`src/rtl/rlbp_pixel_sequencer.sv`:
```
// RLBP pixel timing sequencer: one shared time base per pixel drives all
// analog phase windows, then each pixel result is handed to the P2S stage.

module rlbp_phase_lane #(
    parameter int TW = 11
) (
    input  logic [TW-1:0] up,
    input  logic [TW-1:0] down,
    input  logic [TW-1:0] tcount,
    input  logic          en,
    output logic          hit
);
    // up >= down can never satisfy both bounds, so such a channel stays low
    assign hit = en && (tcount >= up) && (tcount < down);
endmodule

module rlbp_pixel_sequencer #(
    parameter int CH = 8,
    parameter int TW = 11,
    parameter int PW = 8
) (
    input  logic           clk,
    input  logic           reset_n,
    input  logic           start,
    input  logic           abort,
    input  logic [CH*TW-1:0] time_up,
    input  logic [CH*TW-1:0] time_down,
    input  logic [TW-1:0]  period,
    input  logic [PW-1:0]  num_pix,
    input  logic           p2s_ready,
    output logic [CH-1:0]  phase_o,
    output logic           p2s_en,
    output logic [TW-1:0]  tcount,
    output logic [PW-1:0]  pix_idx,
    output logic           busy,
    output logic           done,
    output logic           cfg_err
);
    typedef enum logic [2:0] {S_IDLE, S_RUN, S_XFER, S_WAIT, S_DONE} state_t;

    typedef struct packed {
        logic [CH-1:0][TW-1:0] up;
        logic [CH-1:0][TW-1:0] down;
        logic [TW-1:0]         period;
        logic [PW-1:0]         num_pix;
    } cfg_t;

    localparam logic [TW-1:0] T_ONE = TW'(1);
    localparam logic [PW-1:0] P_ONE = PW'(1);

    state_t        state_q, state_d;
    cfg_t          sh;
    logic [CH-1:0] hit;
    logic          start_ok, accept, cfg_set, last_tick, last_pix;

    // abort beats start even while idle
    assign start_ok  = (state_q == S_IDLE) && start && !abort;
    assign cfg_set   = start_ok && (period == '0);
    assign accept    = start_ok && (period != '0);
    assign last_tick = (tcount == sh.period - T_ONE);
    assign last_pix  = (pix_idx == sh.num_pix - P_ONE);

    assign busy   = (state_q != S_IDLE);
    assign done   = (state_q == S_DONE);
    assign p2s_en = (state_q == S_XFER);

    for (genvar k = 0; k < CH; k++) begin : g_lane
        rlbp_phase_lane #(.TW(TW)) u_lane (
            .up    (sh.up[k]),
            .down  (sh.down[k]),
            .tcount(tcount),
            .en    (state_q == S_RUN),
            .hit   (hit[k])
        );
    end

    always_comb begin
        state_d = state_q;
        case (state_q)
            S_IDLE: if (accept) state_d = (num_pix == '0) ? S_DONE : S_RUN;
            S_RUN:  if (last_tick) state_d = S_XFER;
            S_XFER: state_d = S_WAIT;
            S_WAIT: if (p2s_ready) state_d = last_pix ? S_DONE : S_RUN;
            S_DONE: state_d = S_IDLE;
            default: state_d = S_IDLE;
        endcase
        if (abort && state_q != S_IDLE) state_d = S_IDLE;
    end

    always_ff @(posedge clk or negedge reset_n) begin
        if (!reset_n) state_q <= S_IDLE;
        else          state_q <= state_d;
    end

    always_ff @(posedge clk or negedge reset_n) begin
        if (!reset_n) begin
            sh      <= '0;
            tcount  <= '0;
            pix_idx <= '0;
            phase_o <= '0;
            cfg_err <= 1'b0;
        end else begin
            if (accept) begin
                sh.up      <= time_up;
                sh.down    <= time_down;
                sh.period  <= period;
                sh.num_pix <= num_pix;
            end
            if (cfg_set)     cfg_err <= 1'b1;
            else if (accept) cfg_err <= 1'b0;

            // counting only continues while staying in RUN; every other path restarts at 0
            tcount <= (state_q == S_RUN && state_d == S_RUN) ? tcount + T_ONE : '0;

            if (accept)
                pix_idx <= '0;
            else if (state_q == S_WAIT && state_d == S_RUN)
                pix_idx <= pix_idx + P_ONE;

            phase_o <= (state_q == S_RUN && state_d != S_IDLE) ? hit : '0;
        end
    end
endmodule
```
`config.mk`:
```
export PLATFORM = sky130hd
export DESIGN_NAME = rlbp_pixel_sequencer
export DESIGN_NICKNAME = d
export VERILOG_FILES = /design/src/rtl/rlbp_pixel_sequencer.sv
export SDC_FILE = /design/constraint.sdc
export NUM_CORES = 1
export LEC_CHECK = 0
export CORE_MARGIN = 4
export CORE_UTILIZATION = 40
export DETAILED_ROUTE_END_ITERATION = 8
export DONT_BUFFER_PORTS = 1
export REMOVE_ABC_BUFFERS = 1
export SLEW_MARGIN = 5
export SYNTH_ARGS = -nofsm -noshare
export SYNTH_HDL_FRONTEND = slang
export SYNTH_SLANG_ARGS = --single-unit
```
`constraint.sdc`:
```
create_clock -name clk -period 4.65 [get_ports clk]
set_input_delay 1.395 -clock clk [delete_from_list [all_inputs] [get_ports clk]]
set_output_delay 1.395 -clock clk [all_outputs]
set_load 0.01 [all_outputs]
```
==> metrics list <==
* Number of enable flip-flop cells after synthesis: 0
- CTS resizes: 0
- Total detailed-routing wirelength: 33160 um
- Total GRT Usage: between 10% and 20%
- Fraction of the mapped netlist area in compound gates: 16.12%
- Family with the most delay on the worst path: flip-flops
- Die Width: ~190 um
* Yosys warning total: 0
- In this run the remaining antenna-violating nets after routing total 0.
* Count of hold-fix buffers inserted at cts: 0
- The synthesized netlist devotes approximately 14% of its cell area to simple gates.
- The number of antenna violations at the first check in global routing came to 0.
* CTS tree: yes
- Type of the tightest min-delay check: flip-flop to flip-flop
- Summing the areas of all xor and xnor instances in the mapped netlist gives under 10% of the synthesized area.
- After detailed routing, the average wire length per cell comes to around 18 um.
- For the worst setup path, the data arrival time is between 1.5 and 2 ns.
* Worst setup path start: tcount[6]$_DFF_PN0_
- Of the total power, the share spent switching nets is 28.68%.
- The detailed router finished its first iteration with about 500 violations.
- Among all flip-flop cells after synthesis, the most frequent one is sky130_fd_sc_hd__dfrtp_1.
- Number of placed instances with taps included: about 1800
- The flow ran to the end, and the final reports show no timing, DRC or antenna violations.
- Sum Neg Setup Slack: 0 ns
- Summed over all layers, the global routing overflow is 0.
- Post-Layout Cell Count: between 1500 and 2000
- # diodes: 0
* Sort of element at the start of the critical path: flip-flop
* DRC: 0
- The design draws ~5.7 mW.
- Combinational family with the most area after synthesis: adder cells
- Max Fanout on Critical Path: 12
* Final Max Slew Viols: 0
- Flops & latches, synth: between 200 and 250
- For the worst setup path, the data required time is ~3.3 ns.
- At the end of the flow, the number of nets in the layout was approximately 1800.
- Count of port buffers added during placement: 0
- Dividing the detail-routed via count by the number of cells gives around 5.2.
* Final RePlAce weighted congestion: 0.8255
- Derived from the worst setup path, the maximum achievable clock frequency is roughly 0.31 GHz.
- The number of global-route vias before repair came to slightly below 10000.
- Cell internal power was estimated by the tool at slightly above 4 mW.
- Compared with the post-synthesis result, the final layout area differs by 10.12%.
- After layout, the worst path uses about 69% of the clock period.
- The clock passes through at most 3 buffers.
* Worst min-delay path startpoint: sh[96]$_DFFE_PN0P_
- Cell with the largest stage delay on the worst path: sky130_fd_sc_hd__dfrtp_1
- Detailed placement ended at an HPWL of 22590 um.
- Number of max-capacitance violations reported: 0
- Post-synth ARST share: 100.0%
- A synthesized cell averages just over 9 um^2.
- The tree is rooted in a sky130_fd_sc_hd__clkbuf_16.
- Most common cell after layout, fill and taps aside: sky130_fd_sc_hd__nand2_1
- Share of total power in combinational logic: 19.8%
- Synthesized area: between 0.01 and 0.015 mm^2
* Clock period minus final worst setup slack: roughly 3.2 ns
* Clock buffers created by TritonCTS: 27
- The die covers ~0.035 mm^2.
* Total of endpoints with negative setup slack in the final report: 0
* Row count: 65
- Startpoint of the worst-slack reg-to-reg timing path: sh[8]$_DFFE_PN0P_
- Floorplan core area: 0.03164 mm^2
- Share of cells above drive strength 1: 4.772%
* Post-place instance area: about 0.013 mm^2
* Maximum single-stage delay on the critical path: between 0.8 and 0.9 ns
* Number of standard cells after synthesis: between 1000 and 1500
* Total net switching power: about 1.6 mW
* # IOs: ~230
- In this run the vertical extent of the chip is ~190 um.
- Post-synth cell types: 53
- Final Hold Fails: 0
- Entering global routing, the biggest net connects around 230 pins.
- Clock insertion delay at the later pin of the skew report: roughly 0.53 ns
- Once the clock tree was built, the setup fixing pass inserted 0 buffers.
* First-pass GRT wire length: ~54000 um
* Total via count after detailed routing: 9463
- Initial standard-cell utilization of the core: a little over 40%
* H-tree level count: 1
* Leak Pwr: about 7 nW
* Final design area excluding fillers: 0.01416 mm^2
* Setup Skew: 0.009660 ns
- Setup repair after global routing left no endpoint under its margin.
* Largest voltage drop on the vdd net: between 0.2 and 0.3 mV
* First-pass iteration count of the detailed router: 5
- The worst setup path is captured at an output port.
* Commonest non-fill, non-tap cells in the layout: 273 x sky130_fd_sc_hd__nand2_1, 225 x sky130_fd_sc_hd__dfrtp_1, 191 x sky130_fd_sc_hd__o21ai_0, 172 x sky130_fd_sc_hd__ha_1, 170 x sky130_fd_sc_hd__inv_1
- Pwr Density: 401.3 mW/mm^2
* Worst Path Buf+Inv: 1
- Crit-path cells: buf_4
* Number of sinks on the clock net: 226
- Summing the sequential cell areas from Yosys gives between 40% and 50% of the chip area.
- Path type of the worst setup path: flip-flop to output port
- The share of total power dissipated in sequential elements is ~44%.
- Slew Limit Headroom: between 40% and 50%
- Clk pin slew, worst setup/hold paths: approximately 0.060 ns
- Clock network power share: between 30% and 40%
- Post-synthesis share of cell area spent on full adders, half adders and majority gates: 16.73%
- Multiplexer share of the synthesized area: 0.1654%
- At the pin with the least slew margin, the transition time is about 0.9 ns.
-- worst paths after layout --
| check | depth (start not counted) | slack, ns | to |
|---|---|---|---|
| worst min register to register | 2 | 0.48 | sh[96]$_DFFE_PN0P_ |
| worst min-delay path | 2 | 0.48 | sh[96]$_DFFE_PN0P_ |
| worst max register to register | 10 | 1.64 | pix_idx[0]$_DFFE_PN0P_ |
| max in group asynchronous | 0 | 3.32 | tcount[2]$_DFF_PN0_ |
| worst max-delay path | 1 | 1.46 | tcount[6] |
| min in group asynchronous | 0 | 0.56 | sh[59]$_DFFE_PN0P_ |
-- cells in the mapped netlist, types with 4 or more instances --
library cell	n	area [um^2]
sky130_fd_sc_hd__a21oi_1	25	125.1
sky130_fd_sc_hd__nor2b_1	5	31.28
sky130_fd_sc_hd__ha_1	172	2152
sky130_fd_sc_hd__nor3_1	12	60.06
sky130_fd_sc_hd__o21ai_0	191	955.9
sky130_fd_sc_hd__a211oi_1	14	105.1
sky130_fd_sc_hd__a21o_1	52	390.4
sky130_fd_sc_hd__and2_1	4	25.02
sky130_fd_sc_hd__clkbuf_1	48	180.2
sky130_fd_sc_hd__nand2_1	273	1025
sky130_fd_sc_hd__and4_1	8	70.07
sky130_fd_sc_hd__a31oi_1	7	43.79
sky130_fd_sc_hd__nand4_1	7	43.79
sky130_fd_sc_hd__o21a_1	7	52.55
sky130_fd_sc_hd__nand3_1	9	45.04
sky130_fd_sc_hd__nand2b_1	20	125.1
sky130_fd_sc_hd__nor2_1	47	176.4
sky130_fd_sc_hd__inv_1	170	638.1
sky130_fd_sc_hd__or3_1	4	25.02
sky130_fd_sc_hd__dfrtp_1	226	5655
sky130_fd_sc_hd__xor2_1	9	78.83
sky130_fd_sc_hd__a221o_1	5	50.05
sky130_fd_sc_hd__nor4_1	8	50.05
sky130_fd_sc_hd__xnor2_1	26	227.7
sky130_fd_sc_hd__o211ai_1	20	150.1
-- power by group through the flow --
stage / Sequential (mW) / Clock (mW) / Combinational [mW]
global route: 2.54 / 2.24 / 1.34
global placement: 2.52 / 0 / 1.09
floorplan: 2.50 / 0 / 0.916
finish: 2.49 / 2.07 / 1.13
detailed placement: 2.53 / 0 / 1.14
CTS: 2.49 / 2.15 / 1.15
-- registers in the layout, summed over array words and instances, names as in the netlist --
name / cells
phase_o: 8
tcount: 11
pix_idx: 8
cfg_err: 1
state_q: 3
sh: 195
-- final cells by class --
| cell class | instances | area (um^2) |
|---|---|---|
| Inverter | 170 | 638.1 |
| Tap cell | 402 | 503.0 |
| Fill cell | 3087 | 17470 |
| Multi-Input combinational cell | 965 | 6367 |
| Clock buffer | 40 | 794.5 |
| Sequential cell | 226 | 5657 |
| Clock inverter | 8 | 71.32 |
| Timing Repair Buffer | 16 | 132.6 |
-- stage by stage --
step | hold slack (ns) | utilization (%) | setup WS, ns
CTS | 0.4806 | 44.77 | 1.418
detailed placement | 0.4640 | 42.03 | 1.387
floorplan | 0.4467 | - | -4.267
global route | 0.4977 | 44.77 | 1.345
finish | 0.4773 | 44.77 | 1.456
global placement | 0.4608 | 42.03 | 1.421
-- logic make-up (layout without fill, tap and decap cells) --
kind of cell	count (synthesis)	in the layout
compound gates	343	343
mux	2	2
flops	226	226
fa+ha+maj	172	172
simple gates	413	413
xor+xnor	35	35
buf+inv	222	234
-- routing by layer --
| layer | part of all wire [%] | up-vias | track usage (%) |
|---|---|---|---|
| li1 | - | 4735 | - |
| met1 | 48 | 4480 | 26.97 |
| met2 | 44 | 220 | 29.49 |
| met3 | 7.4 | 28 | 5.170 |
| met4 | 1.2 | 0 | 2.844 |
| met5 | 0 | - | 0 |
Note: power is estimated with default switching activity, not from simulation.
